## src/rtl/hwpe_ctrl_job_dispatcher.sv

```systemverilog
// hwpe_ctrl_job_dispatcher: queues job descriptors and runs acquire/configure/trigger/wait on an HWPE control port.
module hwpe_ctrl_job_dispatcher #(
    parameter int          N_REQ         = 4,
    parameter int          N_CFG_WORDS   = 4,
    parameter int          FIFO_DEPTH    = 4,
    parameter int          ID_WIDTH      = 16,
    parameter logic [31:0] TRIGGER_ADDR  = 32'h00,
    parameter logic [31:0] ACQUIRE_ADDR  = 32'h04,
    parameter logic [31:0] CFG_BASE_ADDR = 32'h40,
    parameter int          RETRY_WAIT    = 8,
    localparam int         SW            = N_REQ > 1 ? $clog2(N_REQ) : 1,
    localparam int         PW            = $clog2(FIFO_DEPTH)
) (
    input  logic                        clk_i,
    input  logic                        rst_i,
    input  logic                        flush_i,
    input  logic                        job_valid_i,
    output logic                        job_ready_o,
    input  logic [SW-1:0]               job_src_i,
    input  logic [N_CFG_WORDS*32-1:0]   job_data_i,
    output logic                        cfg_req_o,
    input  logic                        cfg_gnt_i,
    output logic [31:0]                 cfg_add_o,
    output logic                        cfg_we_n_o,
    output logic [3:0]                  cfg_be_o,
    output logic [31:0]                 cfg_data_o,
    output logic [ID_WIDTH-1:0]         cfg_id_o,
    input  logic                        cfg_r_valid_i,
    input  logic [31:0]                 cfg_r_data_i,
    input  logic                        done_i,
    output logic                        job_done_o,
    output logic [SW-1:0]               job_done_src_o,
    output logic                        busy_o,
    output logic [PW:0]                 pending_o
);
    localparam int KW = N_CFG_WORDS > 1 ? $clog2(N_CFG_WORDS) : 1;
    localparam int BW = RETRY_WAIT > 1 ? $clog2(RETRY_WAIT) : 1;
    localparam logic [KW-1:0] K_LAST = KW'(N_CFG_WORDS - 1);
    localparam logic [BW-1:0] B_LAST = BW'(RETRY_WAIT - 1);

    typedef enum logic [3:0] {
        IDLE, ACQ_REQ, ACQ_WAIT, BACKOFF, CFG_REQ, CFG_WAIT, TRIG_REQ, TRIG_WAIT, RUN
    } state_t;

    state_t state, state_n;

    logic [SW+N_CFG_WORDS*32-1:0]      fifo [FIFO_DEPTH];
    logic [PW:0]                       wr_ptr, rd_ptr, count;
    logic                              full, empty, push, pop;
    logic [SW-1:0]                     job_src;
    logic [N_CFG_WORDS-1:0][31:0]      job_data;
    logic [KW-1:0]                     k;
    logic [BW-1:0]                     bcnt;
    logic                              stale, rvalid, waiting, finish;

    assign count   = wr_ptr - rd_ptr;
    assign full    = count == (PW+1)'(FIFO_DEPTH);
    assign empty   = count == '0;
    assign push    = job_valid_i && !full && !flush_i;
    assign pop     = state == IDLE && !empty && !flush_i;
    assign waiting = state inside {ACQ_WAIT, CFG_WAIT, TRIG_WAIT};
    assign rvalid  = cfg_r_valid_i && !stale;
    assign finish  = state == RUN && done_i && !flush_i;

    always_ff @(posedge clk_i or posedge rst_i) begin
        if (rst_i) begin
            wr_ptr <= '0;
            rd_ptr <= '0;
        end else if (flush_i) begin
            wr_ptr <= '0;
            rd_ptr <= '0;
        end else begin
            if (push) wr_ptr <= wr_ptr + 1'b1;
            if (pop) rd_ptr <= rd_ptr + 1'b1;
        end
    end

    always_ff @(posedge clk_i) begin
        if (push) fifo[wr_ptr[PW-1:0]] <= {job_src_i, job_data_i};
    end

    always_ff @(posedge clk_i or posedge rst_i) begin
        if (rst_i) state <= IDLE;
        else state <= state_n;
    end

    always_comb begin
        state_n = state;
        case (state)
            IDLE:      if (!empty) state_n = ACQ_REQ;
            ACQ_REQ:   if (cfg_gnt_i) state_n = ACQ_WAIT;
            ACQ_WAIT:  if (rvalid) state_n = $signed(cfg_r_data_i) < 0 ? BACKOFF : CFG_REQ;
            BACKOFF:   if (bcnt == B_LAST) state_n = ACQ_REQ;
            CFG_REQ:   if (cfg_gnt_i) state_n = CFG_WAIT;
            CFG_WAIT:  if (rvalid) state_n = k == K_LAST ? TRIG_REQ : CFG_REQ;
            TRIG_REQ:  if (cfg_gnt_i) state_n = TRIG_WAIT;
            TRIG_WAIT: if (rvalid) state_n = RUN;
            RUN:       if (done_i) state_n = IDLE;
            default:   state_n = IDLE;
        endcase
        if (flush_i) state_n = IDLE;
    end

    // A flush with a granted but unanswered transaction marks its response as stale so it is dropped.
    always_ff @(posedge clk_i or posedge rst_i) begin
        if (rst_i) begin
            job_src        <= '0;
            job_data       <= '0;
            k              <= '0;
            bcnt           <= '0;
            stale          <= 1'b0;
            job_done_o     <= 1'b0;
            job_done_src_o <= '0;
        end else begin
            if (pop) {job_src, job_data} <= fifo[rd_ptr[PW-1:0]];
            k <= state == CFG_WAIT && rvalid && k != K_LAST ? k + 1'b1 :
                 state inside {CFG_REQ, CFG_WAIT} ? k : '0;
            bcnt <= state == BACKOFF && bcnt != B_LAST ? bcnt + 1'b1 : '0;
            stale <= flush_i ? (waiting && !cfg_r_valid_i) || (cfg_req_o && cfg_gnt_i) :
                     stale && !cfg_r_valid_i;
            job_done_o     <= finish;
            job_done_src_o <= finish ? job_src : '0;
        end
    end

    always_comb begin
        cfg_req_o   = state inside {ACQ_REQ, CFG_REQ, TRIG_REQ};
        cfg_we_n_o  = state == ACQ_REQ;
        cfg_add_o   = state == ACQ_REQ  ? ACQUIRE_ADDR :
                      state == CFG_REQ  ? CFG_BASE_ADDR + 32'({k, 2'b00}) :
                      state == TRIG_REQ ? TRIGGER_ADDR : '0;
        cfg_data_o  = state == CFG_REQ ? job_data[k] : '0;
        cfg_be_o    = cfg_req_o ? 4'hF : 4'h0;
        cfg_id_o    = cfg_req_o ? ID_WIDTH'(1) << job_src : '0;
        busy_o      = state != IDLE;
        job_ready_o = !full;
        pending_o   = count;
    end
endmodule

```

## config.mk

```make
export PLATFORM = sky130hd
export DESIGN_NAME = hwpe_ctrl_job_dispatcher
export DESIGN_NICKNAME = d
export VERILOG_FILES = /design/src/rtl/hwpe_ctrl_job_dispatcher.sv
export SDC_FILE = /design/constraint.sdc
export NUM_CORES = 1
export LEC_CHECK = 0
export CORE_ASPECT_RATIO = 0.6
export CORE_MARGIN = 4
export CORE_UTILIZATION = 60
export CTS_CLUSTER_SIZE = 20
export DETAILED_ROUTE_END_ITERATION = 10
export GPL_TIMING_DRIVEN = 0
export PLACE_DENSITY = 0.83
export SLEW_MARGIN = 40
export SYNTH_ARGS = -nofsm -noshare
export SYNTH_HDL_FRONTEND = slang
export SYNTH_SLANG_ARGS = --single-unit
```

## constraint.sdc

```tcl
create_clock -name clk_i -period 11.9 [get_ports clk_i]
set_input_delay 2.38 -clock clk_i [delete_from_list [all_inputs] [get_ports clk_i]]
set_output_delay 2.38 -clock clk_i [all_outputs]
set_load 0.01 [all_outputs]
```

; ---- After elaboration in Yosys (flattened, before gate mapping)
; Memory sizes are Yosys's and may differ from the RTL's. A register that Yosys moved wholly into a read port is not among the register bits.
; Cells that the tools add are included.
[totals]
regBits = 19
mem_bits_rw = 520
in_bits = 169
out_inout_bits = 94
elab_cells = 100
mem_count = 1
[op_classes]
addsub = 6
magnitude_cmp = 2
n_eq_ne = 23
shift = 1
n_mux = 31
n_reduce_logical = 28
[mem_list]
columns = name, words, word_bits, rd, rd_ports_with_merged_regs, write_ports, line
row1 = fifo, 4, 130, 1, 1, 1, 47  ; logic [SW+N_CFG_WORDS*32-1:0] fifo [FIFO_DEPTH];
[op_table]
columns = cell, count
row1 = binary-select mux 32 bit (select 2 bit), 1
row2 = two-way mux 32 bit, 2
row3 = two-way mux 4 bit, 11
row4 = one-hot mux 4 bit (9 select lines), 1
row5 = less-than comparator 32 x 1 -> 1 bit (second input constant), 1
row6 = != test 3 bit (second input constant), 10
row7 = two-way mux 3 bit, 6
row8 = == test 4 x 3 -> 1 bit (second input constant), 4
row9 = two-way mux 16 bit, 1
row10 = two-way mux 8 bit, 2
row11 = << shifter 1 x 2 -> 16 bit (first input constant), 1
row12 = logical AND 1 bit, 13
row13 = adder 3 x 1 -> 3 bit (second input constant), 3
row14 = AND reduction 9 bit, 1
row15 = adder 7 x 4 -> 8 bit (first input constant), 1
row16 = == test 4 x 2 -> 1 bit (second input constant), 2
row17 = two-way mux 2 bit, 4
row18 = == test 3 bit (second input constant), 2
row19 = nonzero test 2 bit, 3
row20 = nonzero test 3 bit, 2
row21 = logical NOT 1 bit, 5
row22 = == test 4 x 1 -> 1 bit (second input constant), 1
row23 = == test 4 bit (second input constant), 1
row24 = logical NOT 4 bit, 1
row25 = other kinds (9), 12

; ---- Logic depth before layout (Yosys ltp)
; Gate-level depths: netlist of run 1.
[logic_depth]
word_depth = 7
ltp_mapped = 10
mapped_depth_nobuf = 8

; ---- Worst setup path before layout of run 1
; No wires, ideal clock.
[synth_path]
path_kind = input port to flip-flop
startpoint = input port flush_i
endpoint = memory fifo[0][0] (netlist name) (enable)
setup_ns = 0.505
arrival_time_ns = 5.734
required_time_ns = 11.395
path_slack_ns = 5.661
cell_stages = 3
path_cell_list = buf_2 > nor2_1 > and2_1
[synth_between]
elab_chain_len = 4
[synth_lines]
columns = element, line
row1 = start: declaration, 16  ; input logic flush_i,
row2 = logical NOT 1 bit, 59  ; assign push = job_valid_i && !full && !flush_i;
row3 = logical AND 1 bit, 59
row4 = two-way mux 1 bit, 79  ; if (push) fifo[wr_ptr[PW-1:0]] <= {job_src_i, job_data_i};
row5 = two-way mux 1 bit (implied by the code), 79
row6 = end: declaration, 47
; No other way between the ends.

; ---- Worst setup path in the final report of run 1
[layout_path]
startpoint = register k[1]
endpoint = output port cfg_add_o[3]
[layout_between]
elab_chain_len = 3
[layout_lines]
columns = element, line
row1 = start: declaration, 52  ; logic [KW-1:0] k;
row2 = start signal: assignment, 116  ; k <= state == CFG_WAIT && rvalid && k != K_LAST ? k + 1'b1 :
row3 = adder 7 x 4 -> 8 bit, 130  ; state == CFG_REQ ? CFG_BASE_ADDR + 32'({k, 2'b00}) :
row4 = two-way mux 8 bit, 130
row5 = two-way mux 8 bit, 129  ; cfg_add_o = state == ACQ_REQ ? ACQUIRE_ADDR :
row6 = end: declaration, 23  ; output logic [31:0] cfg_add_o,
; No other way between the ends.

==> results.cfg, run 1 <==
[die]
die_h_um = 171
core_area_sq_um = 43600
initial_utilization_pct = 61.1
dieArea_sq_um = 47900
rows = 59
die_width_um = 280
ios = 263

[logic_synthesis]
yosys_most_used_dff = edfxtp_1
syn_inst = 1213
synth_edf_count = 520
async_reset_ff_share_pct = 22.3
synth_area_per_cell_sq_um = 22.0
synth_cell_types = 57
synth_seq_cells = 669
syn_area_sq_um = 26600
yosys_warnings = 0
ys_seq_area_share_pct = 72.6

[cts]
cts_htree_levels = 2
clkSinkCount = 669
cts_tree = yes
ctsResizeCount = 0
cts-root-buf = clkbuf_16
clk_pin_slew_ns = 0.07
cts_buffers = 58
holdBufCountCts = 0
max-clock-path-buffers = 3
worstSkewPairLatency_ns = 0.60
cts_setup_buffers = 0

[timing]
worst_pin_slew_ns = 0.863
setup_viol_count_final = 0
finalWorstPathRequiredPeriod_ns = 6.06
hold_ws_ns = 0.454
slew_violations = 0
fin_skew_ns = 0.0113
max_clock_freq_mhz = 165
fin_setup_tns_ns = 0
max_slew_margin_pct = 42.1
finalHoldViolCount = 0
rsz0062_at_grt = false
fin_crit_sh_pct = 51.0

[grt]
grt_max_degree = 60
grt_overflow = 0
grt_pass1_vias = 13386
antenna_found_initial = 6
grt_pass1_wl_um = 87100
grt_use_total_pct = 24.8

[cells_and_area]
n_fill_cell = 2431
nNetsFinal = 1700
drive_above_1_share_pct = 32.2
area_growth_pct = 19.7

[pwr]
ir_drop_uv = 147
switching_share_pct = 26.8
seq_power_share_pct = 44.1
p_sw_uw = 1930
power.density_nw_per_um2 = 226
clkPwrFrac_pct = 27.6
internal-power_uw = 5280
power_frac_comb_pct = 28.4
p_leak_uw = 0.0113

[setup_path]
critPathTopFamily = buffers and inverters
cp_num_cells = 6
critical_path_class = flop to primary output
required_ns = 9.52
cp_slowest_cell = clkdlybuf4s50_1
cp-endpoint = cfg_add_o[3]
r2r-start = wr_ptr[0]
cp-startpoint = k[1]
ff2ff_path_depth = 10
path_max_fanout = 10
worstReg2RegEnd = fifo[1][77]
cp_common_cell = buf_2
end_kind = primary output
critical_path_buf_inv_count = 5
slowest_delay_ns = 0.65
r2r_slack_ns = 8.43
cp-start-kind = flop
arrival_ns = 3.68
cp_cell_sequence = clkbuf_1, buf_2, buf_2, inv_1, nor4_1, clkdlybuf4s50_1

[detailed_routing]
vias_per_cell = 6.04
drtPass1Iterations = 5
routedWlPerCell_um = 27.3
drt_iter0_markers = 1396
num_vias = 13006
drt_wl_total_um = 58800
drc = 0
ant_nets = 0

[placement]
finalWeightedCongestion = 0.878
hpwl_um = 37300
port_buffers = 189

[min_path]
hp-class = flop to flop

[status]
status = complete, no violations

[flow_run]
max_cap_viol_count = 0
stage by stage:
stage / utilization, % / cell area [sq um] / setup WS, ns / total power (uW) / cells
floorplan: - / 26800 / 5.51 / 4650 / 1253
global placement: 67.4 / 29400 / 2.55 / 5190 / 2021
detailed placement: 68.4 / 29800 / 6.49 / 5250 / 2040
CTS: 73.0 / 31900 / 5.81 / 7250 / 2150
global route: 73.0 / 31900 / 5.55 / 7500 / 2151
finish: 73.1 / 31900 / 5.84 / 7220 / 2152
logic make-up (layout without fill, tap and decap cells):
kind of cell	after synthesis	count (layout)	synth area share, %
XOR/XNOR	5	5	0.221
AO/OA/AOI/OAI	25	25	0.728
buffers and inverters	122	440	3.18
AND/OR/NAND/NOR	85	85	1.99
multiplexers	296	296	20.8
flip-flops	669	669	72.6
adder cells (fa/ha/maj)	10	10	0.498
other	1	43	0.0141
cell usage after synthesis (all sizes together) (2+ instances only):
| cell | instances | area, sq um |
|---|---|---|
| nand2b | 3 | 18.8 |
| clkbuf | 24 | 90.1 |
| o21ai | 8 | 51.3 |
| nor4 | 3 | 25.0 |
| ha | 9 | 113 |
| mux2i | 4 | 40.0 |
| o211a | 2 | 20.0 |
| and3 | 4 | 25.0 |
| buf | 82 | 696 |
| mux4 | 162 | 3650 |
| dfrtp | 149 | 3730 |
| and2 | 38 | 238 |
| nor2 | 15 | 72.6 |
| inv | 16 | 60.1 |
| xnor2 | 3 | 26.3 |
| nor4b | 2 | 23.8 |
| nor3 | 3 | 15.0 |
| a21oi | 2 | 10.0 |
| edfxtp | 520 | 15600 |
| nand2 | 5 | 18.8 |
| mux2 | 130 | 1840 |
| o21bai | 2 | 15.0 |
| nand3 | 2 | 10.0 |
power groups by stage:
stage / combinational (uW) / clock (uW) / sequential [uW]
6_report: 2050 / 1990 / 3180
5_1_grt: 2160 / 2120 / 3210
4_1_cts: 2060 / 2010 / 3170
3_5_place_dp: 2040 / 0 / 3210
3_3_place_gp: 1950 / 0 / 3240
2_1_floorplan: 1510 / 0 / 3130
how the worst min path moves through the flow:
stage                       start  endpoint  slack, ns  cells after the start
after CTS                 bcnt[0]   bcnt[0]       0.45                      1
after floorplan           bcnt[0]   bcnt[0]       0.41                      1
after detailed placement  bcnt[0]   bcnt[0]       0.43                      1
after global routing      bcnt[0]   bcnt[0]       0.45                      1
after global placement    bcnt[0]   bcnt[0]       0.43                      1
final                     bcnt[0]   bcnt[0]       0.45                      1
cell type report:
cell class,count,area [sq um],share of cell area [%]
diodes,2,5.00,0.0157
clock inverters,27,324,1.02
well taps,579,724,2.27
repair buffers,208,2290,7.20
clock buffers,83,1710,5.36
flip-flops and latches,669,19300,60.7
multi-input cells,462,6610,20.7
plain buffers,106,792,2.48
inverters,16,67.6,0.212
per-layer routing:
| layer | track usage [%] | vias to the layer above | wire [um] |
|---|---|---|---|
| met5 | 0 | - | 57 |
| met1 | 36.9 | 6926 | 24400 |
| met4 | 5.13 | 10 | 1050 |
| met3 | 5.62 | 90 | 4750 |
| li1 | - | 5421 | - |
| met2 | 39.0 | 559 | 28500 |
placed cells by master, fill, tap and decap left out, types with 10 or more instances in the layout:
cell             netlist  final
and2_1                38     34
mux2_4               100    100
mux4_2               162    162
dfrtp_1              149    149
buf_4                 48     48
clkbuf_8               0     10
clkdlybuf4s50_1        0    189
buf_2                 23     23
inv_1                 15     14
clkbuf_16              0     61
buf_12                11     25
nor2_1                14     14
edfxtp_1             520    520
clkbuf_1              24     31
conb_1                 1     41
mux2_2                30     30
state kept, by name (all words and copies together), names as in the netlist:
register,cells
k,2
job_done_src_o,2
rd_ptr,3
job_src,2
job_done_o,1
job_data,128
fifo,520
bcnt,3
wr_ptr,3
stale,1
state,4
Power figures use the tool's default switching activity.
==> inputs of run 2 (changes only) <==
--- a/config.mk
+++ b/config.mk
@@ -7,11 +7,11 @@
 export LEC_CHECK = 0
 export CORE_ASPECT_RATIO = 0.6
 export CORE_MARGIN = 4
-export CORE_UTILIZATION = 60
+export CORE_UTILIZATION = 51
 export CTS_CLUSTER_SIZE = 20
 export DETAILED_ROUTE_END_ITERATION = 10
 export GPL_TIMING_DRIVEN = 0
-export PLACE_DENSITY = 0.83
+export PLACE_DENSITY = 0.75
 export SLEW_MARGIN = 40
 export SYNTH_ARGS = -nofsm -noshare
 export SYNTH_HDL_FRONTEND = slang
==> constraint.sdc (replaced) <==
create_clock -name clk_i -period 4.95 [get_ports clk_i]
set_input_delay 0.99 -clock clk_i [delete_from_list [all_inputs] [get_ports clk_i]]
set_output_delay 0.99 -clock clk_i [all_outputs]
set_load 0.01 [all_outputs]
==> run 2 against run 1 <==
Clock power is 120% higher. Utilization fell by 11 points. Critical path type unchanged. Setup slack worse by 5.4 ns. Clock skew is 0.0084 ns higher. Flip-flop and latch count is the same. Die area up 17%. First-iteration DRC count fell by 27%.
==> results.cfg, run 2 (synthesis gave the netlist of run 1 again) <==
[status]
status = complete, no violations

[detailed_routing]
drt_iter0_markers = 1018
num_vias = 12713
drtPass1Iterations = 5
vias_per_cell = 5.60
ant_nets = 0
drc = 0
routedWlPerCell_um = 25.0
drt_wl_total_um = 56800

[setup_path]
r2r_slack_ns = 1.75
critPathTopFamily = buffers and inverters
end_kind = primary output
required_ns = 3.96
critical_path_class = flop to primary output
worstReg2RegEnd = fifo[0][114]
cp-start-kind = flop
r2r-start = wr_ptr[0]
slowest_delay_ns = 0.62
ff2ff_path_depth = 9
cp_slowest_cell = clkdlybuf4s50_1
cp_cell_sequence = clkbuf_1, buf_2, buf_2, inv_1, nor4_1, clkdlybuf4s50_1
critical_path_buf_inv_count = 5
arrival_ns = 3.54
path_max_fanout = 10
cp_common_cell = buf_2
cp-startpoint = k[1]

[die]
core_area_sq_um = 51300
ios = 263
dieArea_sq_um = 56100
initial_utilization_pct = 51.9
die_h_um = 185
die_width_um = 303
rows = 64

[cts]
clk_pin_slew_ns = 0.07
worstSkewPairLatency_ns = 0.60
cts-root-buf = clkbuf_16
max-clock-path-buffers = 3
holdBufCountCts = 0
clkSinkCount = 669
ctsResizeCount = 0
cts_htree_levels = 2
cts_tree = yes
cts_setup_buffers = 0
cts_buffers = 57

[pwr]
power.density_nw_per_um2 = 530
ir_drop_uv = 311
p_leak_uw = 0.0112

[cells_and_area]
n_fill_cell = 3468
mostFrequentLayoutCell = edfxtp_1
largest_register_ffs = 520
final_cells = 2269
layout_common_cells = 520 x edfxtp_1, 189 x clkdlybuf4s50_1, 162 x mux4_2, 149 x dfrtp_1, 100 x mux2_4
nNetsFinal = 1704
area_growth_pct = 19.8
drive_above_1_share_pct = 31.7
final_util_pct = 62.2

[grt]
grt_pass1_wl_um = 85700
antenna_found_initial = 12
grt_max_degree = 34
grt_pass1_vias = 13376
grt_use_total_pct = 20.7
grt_overflow = 0

[timing]
fin_crit_sh_pct = 91.5
rsz0062_at_grt = false
fin_skew_ns = 0.0197
finalWorstPathRequiredPeriod_ns = 4.53
worst_pin_slew_ns = 0.844
hold_ws_ns = 0.441
max_slew_margin_pct = 43.7
slew_violations = 0
finalHoldViolCount = 0
fin_setup_tns_ns = 0
max_clock_freq_mhz = 221
setup_viol_count_final = 0

[flow_run]
max_cap_viol_count = 0

[placement]
dpl.cell_count = 2159
finalWeightedCongestion = 0.762
hpwl_um = 37600
port_buffers = 189

[min_path]
min_delay_path_depth = 1
min-delay-start = bcnt[0]
hp-class = flop to flop
min_to = bcnt[0]
-- run 2: cell types whose count changed in the layout (fill, tap and decap cells not counted), sizes merged --
| cell | before | now |
|---|---|---|
| buf | 101 | 106 |
| clkinv | 18 | 22 |
| bufinv | 7 | 4 |
| clkbuf | 107 | 104 |
| diode | 2 | 3 |
| inv | 16 | 15 |
-- run 2: worst max-delay path by stage --
stage	end	depth (start not counted)
final	cfg_add_o[3]	6
after global routing	cfg_add_o[3]	6
after CTS	cfg_add_o[3]	6
after detailed placement	cfg_add_o[3]	6
after global placement	fifo[3][112]	4
after floorplan	fifo[0][0]	7
-- run 2: area by class of cell --
cell class	count	area (sq um)	area share, %
sequential	669	19300	60.6
multi-input combinational	462	6610	20.7
timing repair buffer	213	2390	7.49
clock buffer	80	1610	5.06
tap	693	867	2.72
buffer	106	791	2.48
clock inverter	27	234	0.733
inverter	16	63.8	0.200
antenna	3	7.51	0.0235
-- run 2: metrics by stage --
step | area, sq um | setup slack, ns | total power [uW]
3_3_place_gp | 29600 | -0.431 | 12500
4_1_cts | 31900 | 0.341 | 17100
2_1_floorplan | 26800 | 1.23 | 11100
5_1_grt | 31900 | 0.192 | 17700
3_5_place_dp | 30100 | 0.975 | 12600
6_report | 31900 | 0.419 | 16900
-- run 2: power breakdown --
group          internal (uW)  switching (uW)
clock network           2480            1950
logic                   2820            2060
registers               7110             508
total                  12400            4520
-- run 2: per-layer routing --
metal  up-vias  wire [um]  track usage, %
met2       435      27100            32.5
met4        18        957            4.58
li1       5440          -               -
met3        88       3920            4.66
met5         -        104               0
met1      6732      24700            30.3
